===== src/rtl/icache_direct.sv =====
// icache_direct: direct-mapped, read-only instruction cache with single-word
// handshaked refill, single-cycle flush and a saturating miss counter.
// Ports:
//   clk, reset         - clock; asynchronous active-high reset
//   cpu_addr           - byte fetch address (bits [1:0] ignored)
//   cpu_data/cpu_ready - instruction word / hit (fetch stalls while 0)
//   flush              - invalidate all lines
//   mem_req/mem_addr   - word read request and word-aligned byte address
//   mem_ack/mem_rdata  - memory handshake and returned word
//   miss_count         - misses started, saturating at 16'hFFFF
module icache_direct #(
  parameter int LINES = 16,
  parameter int WORDS = 4
) (
  input  logic        clk,
  input  logic        reset,
  input  logic [31:0] cpu_addr,
  output logic [31:0] cpu_data,
  output logic        cpu_ready,
  input  logic        flush,
  output logic        mem_req,
  output logic [31:0] mem_addr,
  input  logic        mem_ack,
  input  logic [31:0] mem_rdata,
  output logic [15:0] miss_count
);

  localparam int OB = $clog2(WORDS);
  localparam int IB = $clog2(LINES);
  localparam int TW = 32 - 2 - OB - IB;

  typedef enum logic {S_IDLE, S_FILL} state_t;

  state_t            state_q, state_d;
  logic [LINES-1:0]  valid_q, valid_d;
  logic [OB-1:0]     beat_q, beat_d;
  logic              abort_q, abort_d;
  logic              mem_req_q, mem_req_d;
  logic [15:0]       miss_q, miss_d;
  logic [31:0]       base_q, base_d;
  logic [IB-1:0]     fidx_q, fidx_d;

  // Storage arrays are never reset; only the valid bits qualify them.
  logic [31:0]       data_mem [LINES*WORDS];
  logic [TW-1:0]     tag_mem  [LINES];

  logic [OB-1:0]     off;
  logic [IB-1:0]     idx;
  logic [TW-1:0]     tag;
  logic              hit;
  logic              last_beat;

  assign off       = cpu_addr[2 +: OB];
  assign idx       = cpu_addr[2+OB +: IB];
  assign tag       = cpu_addr[31 -: TW];
  assign hit       = valid_q[idx] && (tag_mem[idx] == tag);
  assign last_beat = (beat_q == OB'(WORDS-1));

  assign cpu_ready  = (state_q == S_IDLE) && hit;
  assign cpu_data   = data_mem[{idx, off}];
  assign mem_req    = mem_req_q;
  // Line base is aligned, so adding the word offset never carries into the index.
  assign mem_addr   = (state_q == S_FILL) ?
                      (base_q + {{(30-OB){1'b0}}, beat_q, 2'b00}) : 32'd0;
  assign miss_count = miss_q;

  always_comb begin
    state_d   = state_q;
    valid_d   = valid_q;
    beat_d    = beat_q;
    abort_d   = abort_q;
    mem_req_d = mem_req_q;
    miss_d    = miss_q;
    base_d    = base_q;
    fidx_d    = fidx_q;
    case (state_q)
      S_IDLE: begin
        // Flush wins over a miss in the same cycle: no fill, no count.
        if (flush) begin
          valid_d = '0;
        end else if (!hit) begin
          base_d       = {cpu_addr[31:OB+2], {(OB+2){1'b0}}};
          fidx_d       = idx;
          valid_d[idx] = 1'b0;
          beat_d       = '0;
          mem_req_d    = 1'b1;
          if (miss_q != 16'hFFFF) miss_d = miss_q + 16'd1;
          state_d      = S_FILL;
        end
      end
      S_FILL: begin
        // A flush mid-fill lets the handshake finish but keeps the line invalid.
        if (flush) begin
          valid_d = '0;
          abort_d = 1'b1;
        end
        if (mem_ack) begin
          beat_d = beat_q + OB'(1);
          if (last_beat) begin
            if (!abort_q && !flush) valid_d[fidx_q] = 1'b1;
            abort_d   = 1'b0;
            mem_req_d = 1'b0;
            state_d   = S_IDLE;
          end
        end
      end
      default: state_d = S_IDLE;
    endcase
  end

  always_ff @(posedge clk or posedge reset) begin
    if (reset) begin
      state_q   <= S_IDLE;
      valid_q   <= '0;
      beat_q    <= '0;
      abort_q   <= 1'b0;
      mem_req_q <= 1'b0;
      miss_q    <= 16'd0;
      base_q    <= 32'd0;
      fidx_q    <= '0;
    end else begin
      state_q   <= state_d;
      valid_q   <= valid_d;
      beat_q    <= beat_d;
      abort_q   <= abort_d;
      mem_req_q <= mem_req_d;
      miss_q    <= miss_d;
      base_q    <= base_d;
      fidx_q    <= fidx_d;
    end
  end

  always_ff @(posedge clk) begin
    if (state_q == S_FILL && mem_ack) begin
      data_mem[{fidx_q, beat_q}] <= mem_rdata;
      if (last_beat) tag_mem[fidx_q] <= base_q[31 -: TW];
    end
  end

endmodule


===== config.mk =====
export PLATFORM = sky130hd
export DESIGN_NAME = icache_direct
export DESIGN_NICKNAME = d
export VERILOG_FILES = /design/src/rtl/icache_direct.sv
export SDC_FILE = /design/constraint.sdc
export NUM_CORES = 2
export LEC_CHECK = 0
export CORE_MARGIN = 2
export CORE_UTILIZATION = 55
export CTS_BUF_LIST = sky130_fd_sc_hd__clkbuf_8 sky130_fd_sc_hd__clkbuf_16
export DETAILED_ROUTE_END_ITERATION = 10
export PLACE_DENSITY = 0.79
export SLEW_MARGIN = 0
export SYNTH_ARGS = -nofsm -noshare
export SYNTH_HDL_FRONTEND = slang
export SYNTH_SLANG_ARGS = --single-unit
export TNS_END_PERCENT = 5

===== constraint.sdc =====
create_clock -name clk -period 10.23 [get_ports clk]
set_input_delay 2.046 -clock clk [delete_from_list [all_inputs] [get_ports clk]]
set_output_delay 2.046 -clock clk [all_outputs]
set_load 0.02 [all_outputs]

Word level (Yosys, flattened, before mapping)
Memories as Yosys holds them, arrays and structs flattened.
Cells that the tools add are included.
- output and inout port bits: 82
- register bits after elaboration: 69
- bits in writable memories: 2432
- memories kept: 2
- add/subtract/negate cells: 3
- mux-type cells: 37
- magnitude comparators: 4
- equality and inequality tests: 8
- bitwise logic cells: 6
- reductions and logical operators: 12
- memory list (memory ; words ; width ; rd ports ; clocked after Yosys merged registers in ; write ports ; RTL line ; RTL):
    data_mem ; 64 ; 32 ; 1 ; 0 ; 1 ; 44 ; logic [31:0] data_mem [LINES*WORDS];
    tag_mem ; 16 ; 24 ; 1 ; 0 ; 1 ; 45 ; logic [TW-1:0] tag_mem [LINES];
- operators by type and width (operator ; count):
    two-way mux 16 bit ; 7
    adder 32 x 4 -> 32 bit ; 1
    two-way mux 32 bit ; 1
    case mux 16 bit (2 select lines) ; 1
    equality test 24 bit ; 1
    two-way mux 1 bit ; 19
    adder 16 x 1 -> 16 bit, second input constant ; 1
    bitwise AND 16 bit ; 1
    inequality test 16 bit, second input constant ; 1
    inverter 16 bit ; 1
    bitwise OR 16 bit ; 1
    less-than comparator 4 x 5 -> 1 bit, second input constant ; 2
    demux 1 bit (select 4 bit) ; 2
    >= comparator 4 x 1 -> 1 bit, second input constant ; 2
    AND reduction 4 bit ; 2
    logical AND 1 bit ; 6
    two-way mux 2 bit ; 3
    inequality test 2 bit, second input constant ; 3
    AND reduction 3 bit ; 2
    binary-select mux 1 bit (select 4 bit) ; 1
    case mux 1 bit (2 select lines) ; 2
    case mux 2 bit (2 select lines) ; 1
    inequality test 3 bit, second input constant ; 1
    inverter 1 bit ; 3
    4 further kinds ; 5

Logic depth before layout (Yosys ltp)
- depth in word-level cells: 9
- mapped depth: 16
- gate-level depth less buffers: 9

Least setup slack after synthesis
No wires, ideal clock.
- path kind: input-to-output
- from: input cpu_addr[2]
- to: output cpu_data[1]
- data required time: 8.184 ns
- arrival: 4.977 ns
- path buffers: 4
- stages: 8
- setup slack: 3.207 ns
- cells stage by stage: buf_2 buf_2 buf_1 clkbuf_1 mux4_2 mux4_2 a221oi_1 o21ai_0
- cells in the longest elaborated chain, start to end: 1
- RTL lines (item ; RTL line ; RTL):
    start: declaration ; 17 ; input logic [31:0] cpu_addr,
    memory read (64 x 32 bit) ; - ;
    end: declaration ; 18 ; output logic [31:0] cpu_data,
Every way passes these cells.

Worst setup path after layout
- from: input cpu_addr[4]
- to: output cpu_ready
- cells in the longest elaborated chain, start to end: 4
- elaborated cells on any way between the ends: 6
- RTL lines (item ; RTL line ; RTL):
    memory read (16 x 24 bit) / binary-select mux 1 bit (select 4 bit) (equally long branches) ; - ;
    equality test 24 bit / two-way mux 1 bit (equally long branches) ; 56 ; assign hit = valid_q[idx] && (tag_mem[idx] == tag);
    logical AND 1 bit (*) ; 56 ;
    logical AND 1 bit (*) ; 59 ; assign cpu_ready = (state_q == S_IDLE) && hit;
    end: declaration ; 19 ; output logic cpu_ready,
Every way passes the cells marked *; elsewhere a longest branch is shown, timed or not. The select of a mux whose other input is x is not followed.

==> impl_metrics.ini <==
[critical_path]
path_delay_family = buffers and inverters
critPathBufInv = 3
cp-end-kind = output port
path_cells = buf_8, buf_12, mux4_2, a22oi_1, nand2_1, xnor2_1, nand2_1, a211o_1, nor4_4, and2_1, clkdlybuf4s50_1
r2r-end = miss_count[1]$_DFFE_PP0P_
r2r-start = tag_mem[15][14]$_DFFE_PP_
worst-path-max-fanout = 74
crit_path_start = cpu_addr[4]
crit_slowest_cell = clkdlybuf4s50_1
crit_type = input pin to output port
worst_path_most_repeated_cell = nand2_1
r2r_slack_ps = 6080
cp_slowest_stage_delay_ps = 630
endpoint = cpu_ready
cp.arrival_ps = 6160
cp.depth = 11
worst_ep_required_time_ps = 8180
cp-start-kind = input pin
reg2reg_depth = 10

[clock_tree]
cts_hold_buf = 0
cts.sinks = 2497
cts-root-buf = clkbuf_16
clk_pin_slew_worst_paths_ps = 60
clockBufferDepth = 3
clock_latency_ps = 860
htree_levels = 4
cts_tree = built
cts_buffers = 225
cts_resized = 0
postCtsSetupBuffers = 0

[power_and_ir_drop]
power.density_nw_per_um2 = 205.8
ir_drop_mv = 0.1862
power.total_w = 0.02233
p_leak_nw = 34.23

[global_routing]
antenna_found_initial = 3
globalRouteTotalUtil_pct = 28.34
grt-ovfl-total = 0
grt_max_degree = 87
grt_pass1_wl_microns = 358200
grt_pass1_vias = 49144

[final_layout]
final_area_sq_um = 108500
final_cell_mix = edfxtp_1 (2432), mux4_2 (649), clkbuf_16 (228)
multi_input_area_sq_um = 21250
drive_gt1_share_pct = 27.97
area_delta_synth_final_pct = 12.35
layout_commonest_cell = edfxtp_1
fillers = 11026
final_nets = 4553
utilization_pct = 62.29
ff_latch_area_sq_um = 74660

[timing]
hold_viol_final = 0
rsz0062_at_grt = no
drv_slew = 0
relSlewSlack_pct = 1.423
setup_viol = 0
skew_ps = 47.62
fin_crit_ps = 8205
clock.fmax_mhz = 121.9
tightestPinTransition_ps = 1463
period_share_pct = 80.20
tns_ps = 0

[floorplan]
fp.coreArea_sq_um = 174200
io_pins = 150
die_h_microns = 423.1
die_area_sq_um = 179000
num_rows = 153
die_w_microns = 423.1
initial_core_util_pct = 55.45

[synth]
synth_area_leader_cell = edfxtp_1
ys.flop_type = edfxtp_1
yosysSeqAreaShare_pct = 77.29
synth_top_area_share_pct = 75.61
async_flop_share_pct = 2.603
synth-edff-count = 2432
syn_area_sq_um = 96590
ys_types = 73
synth_area_leaders = edfxtp_1 (76%), mux4_2 (15%), dfrtp_1 (1.7%)
yosysWarnings = 0
syn_inst = 4201
syn-mean-instance-area_sq_um = 22.99
ys_ff_latch = 2497

[placement]
io_buffer_count = 145
placed_area_sq_um = 101400
place_hpwl_microns = 123800
gp_congestion = 0.8105

[job]
max_cap_viol_count = 1

[route]
antenna_left = 0
via_per_inst = 6.850
drc = 0
dr.pass1.iters = 5
first_iter_violations = 7088
num_vias = 47920
avgRoutedWirePerCell_microns = 36.00
postRouteWirelength_microns = 251800

[hold_path]
min_from = miss_count[9]$_DFFE_PP0P_
hp-class = flop to flop

[status]
outcome = finished with violations
violations = max-capacitance violations
-- cell type report --
type / count / share of cell area, %
antenna: 1 / 0.002306
clock buffer: 231 / 5.296
clock inverter: 183 / 1.235
inverter: 17 / 0.05996
multi-input combinational: 1459 / 19.59
sequential: 2497 / 68.80
tap: 2325 / 2.681
timing repair buffer: 283 / 2.343
-- cell families (layout without fill, tap and decap cells) --
family | count (synthesis) | after routing | share of synthesized area (%)
muxes | 851 | 851 | 17.55
and+or+nand+nor | 317 | 317 | 1.640
DFF | 2497 | 2497 | 77.29
adders and majority gates | 2 | 2 | 0.02590
xor gates and xnor gates | 36 | 36 | 0.3264
other | 1 | 3 | 0.003882
buffers and inverters | 246 | 714 | 1.272
AOI/OAI and AO/OA | 251 | 251 | 1.895
-- per-layer routing --
metal | track usage, % | wire, microns | up-vias
li1 | - | - | 18450
met1 | 36.73 | 84160 | 25043
met2 | 45.80 | 123900 | 3728
met3 | 6.290 | 29410 | 695
met4 | 14.10 | 14310 | 4
met5 | 0 | 21 | -
-- cells in the mapped netlist (all sizes together) (4+ instances only) --
cell type     n
edfxtp     2432
mux4        663
buf         128
mux2i       123
nor2        103
clkbuf      101
nand2        71
a22oi        67
dfrtp        65
mux2         65
o21ai        46
and2         37
nand3        36
a21oi        27
xor2         25
inv          17
a32o         16
nor3         13
a221o        11
o221ai       11
o22ai        11
xnor2        11
a221oi       10
a22o         10
nor2b         9
o211ai        9
and3          7
nor4          7
nand2b        6
a211oi        5
a21o          5
or2           5
a211o         4
nor3b         4
-- registers in the layout, summed over array words and instances, names as in the netlist --
register    flops
fidx_q          3
state_q         1
mem_req         1
tag_mem       384
miss_count     16
data_mem     2048
base_q         25
beat_q          2
valid_q        16
abort_q         1
-- how the worst min path moves through the flow --
stage / end / slack, ps / cells past startpoint
floorplan: valid_q[13]$_DFFE_PP0P_ / 490 / 1
global placement: miss_count[9]$_DFFE_PP0P_ / 490 / 1
detailed placement: miss_count[15]$_DFFE_PP0P_ / 490 / 1
CTS: miss_count[9]$_DFFE_PP0P_ / 500 / 1
global route: miss_count[9]$_DFFE_PP0P_ / 520 / 1
finish: miss_count[9]$_DFFE_PP0P_ / 500 / 1
-- stage by stage --
| stage | hold WS (ps) | worst slack (ps) | instances |
|---|---|---|---|
| 4_1_cts | 498.1 | 2008 | 6995 |
| 5_1_grt | 518.4 | 1854 | 6995 |
| 3_3_place_gp | 485.0 | 2109 | 6581 |
| 3_5_place_dp | 485.5 | 2066 | 6581 |
| 2_1_floorplan | 492.4 | 3207 | 4202 |
| 6_report | 497.3 | 2025 | 6996 |
-- power breakdown --
| group | total (W) | switching, W | internal, W |
|---|---|---|---|
| registers | 0.0121 | 0.000348 | 0.0118 |
| logic | 0.00205 | 0.00130 | 0.000749 |
| clock network | 0.00815 | 0.00373 | 0.00442 |
| total | 0.0223 | 0.00537 | 0.0170 |
-- worst reg2reg max path: cells and delay by family, from the launching register on --
family | cells | cell delay, ps
mux | 3 | 1040
compound gates | 2 | 1020
simple gates | 3 | 840
buf+inv | 1 | 460
flops | 1 | 380
xor+xnor | 1 | 300
No activity file was read; power rests on OpenSTA's default activity.
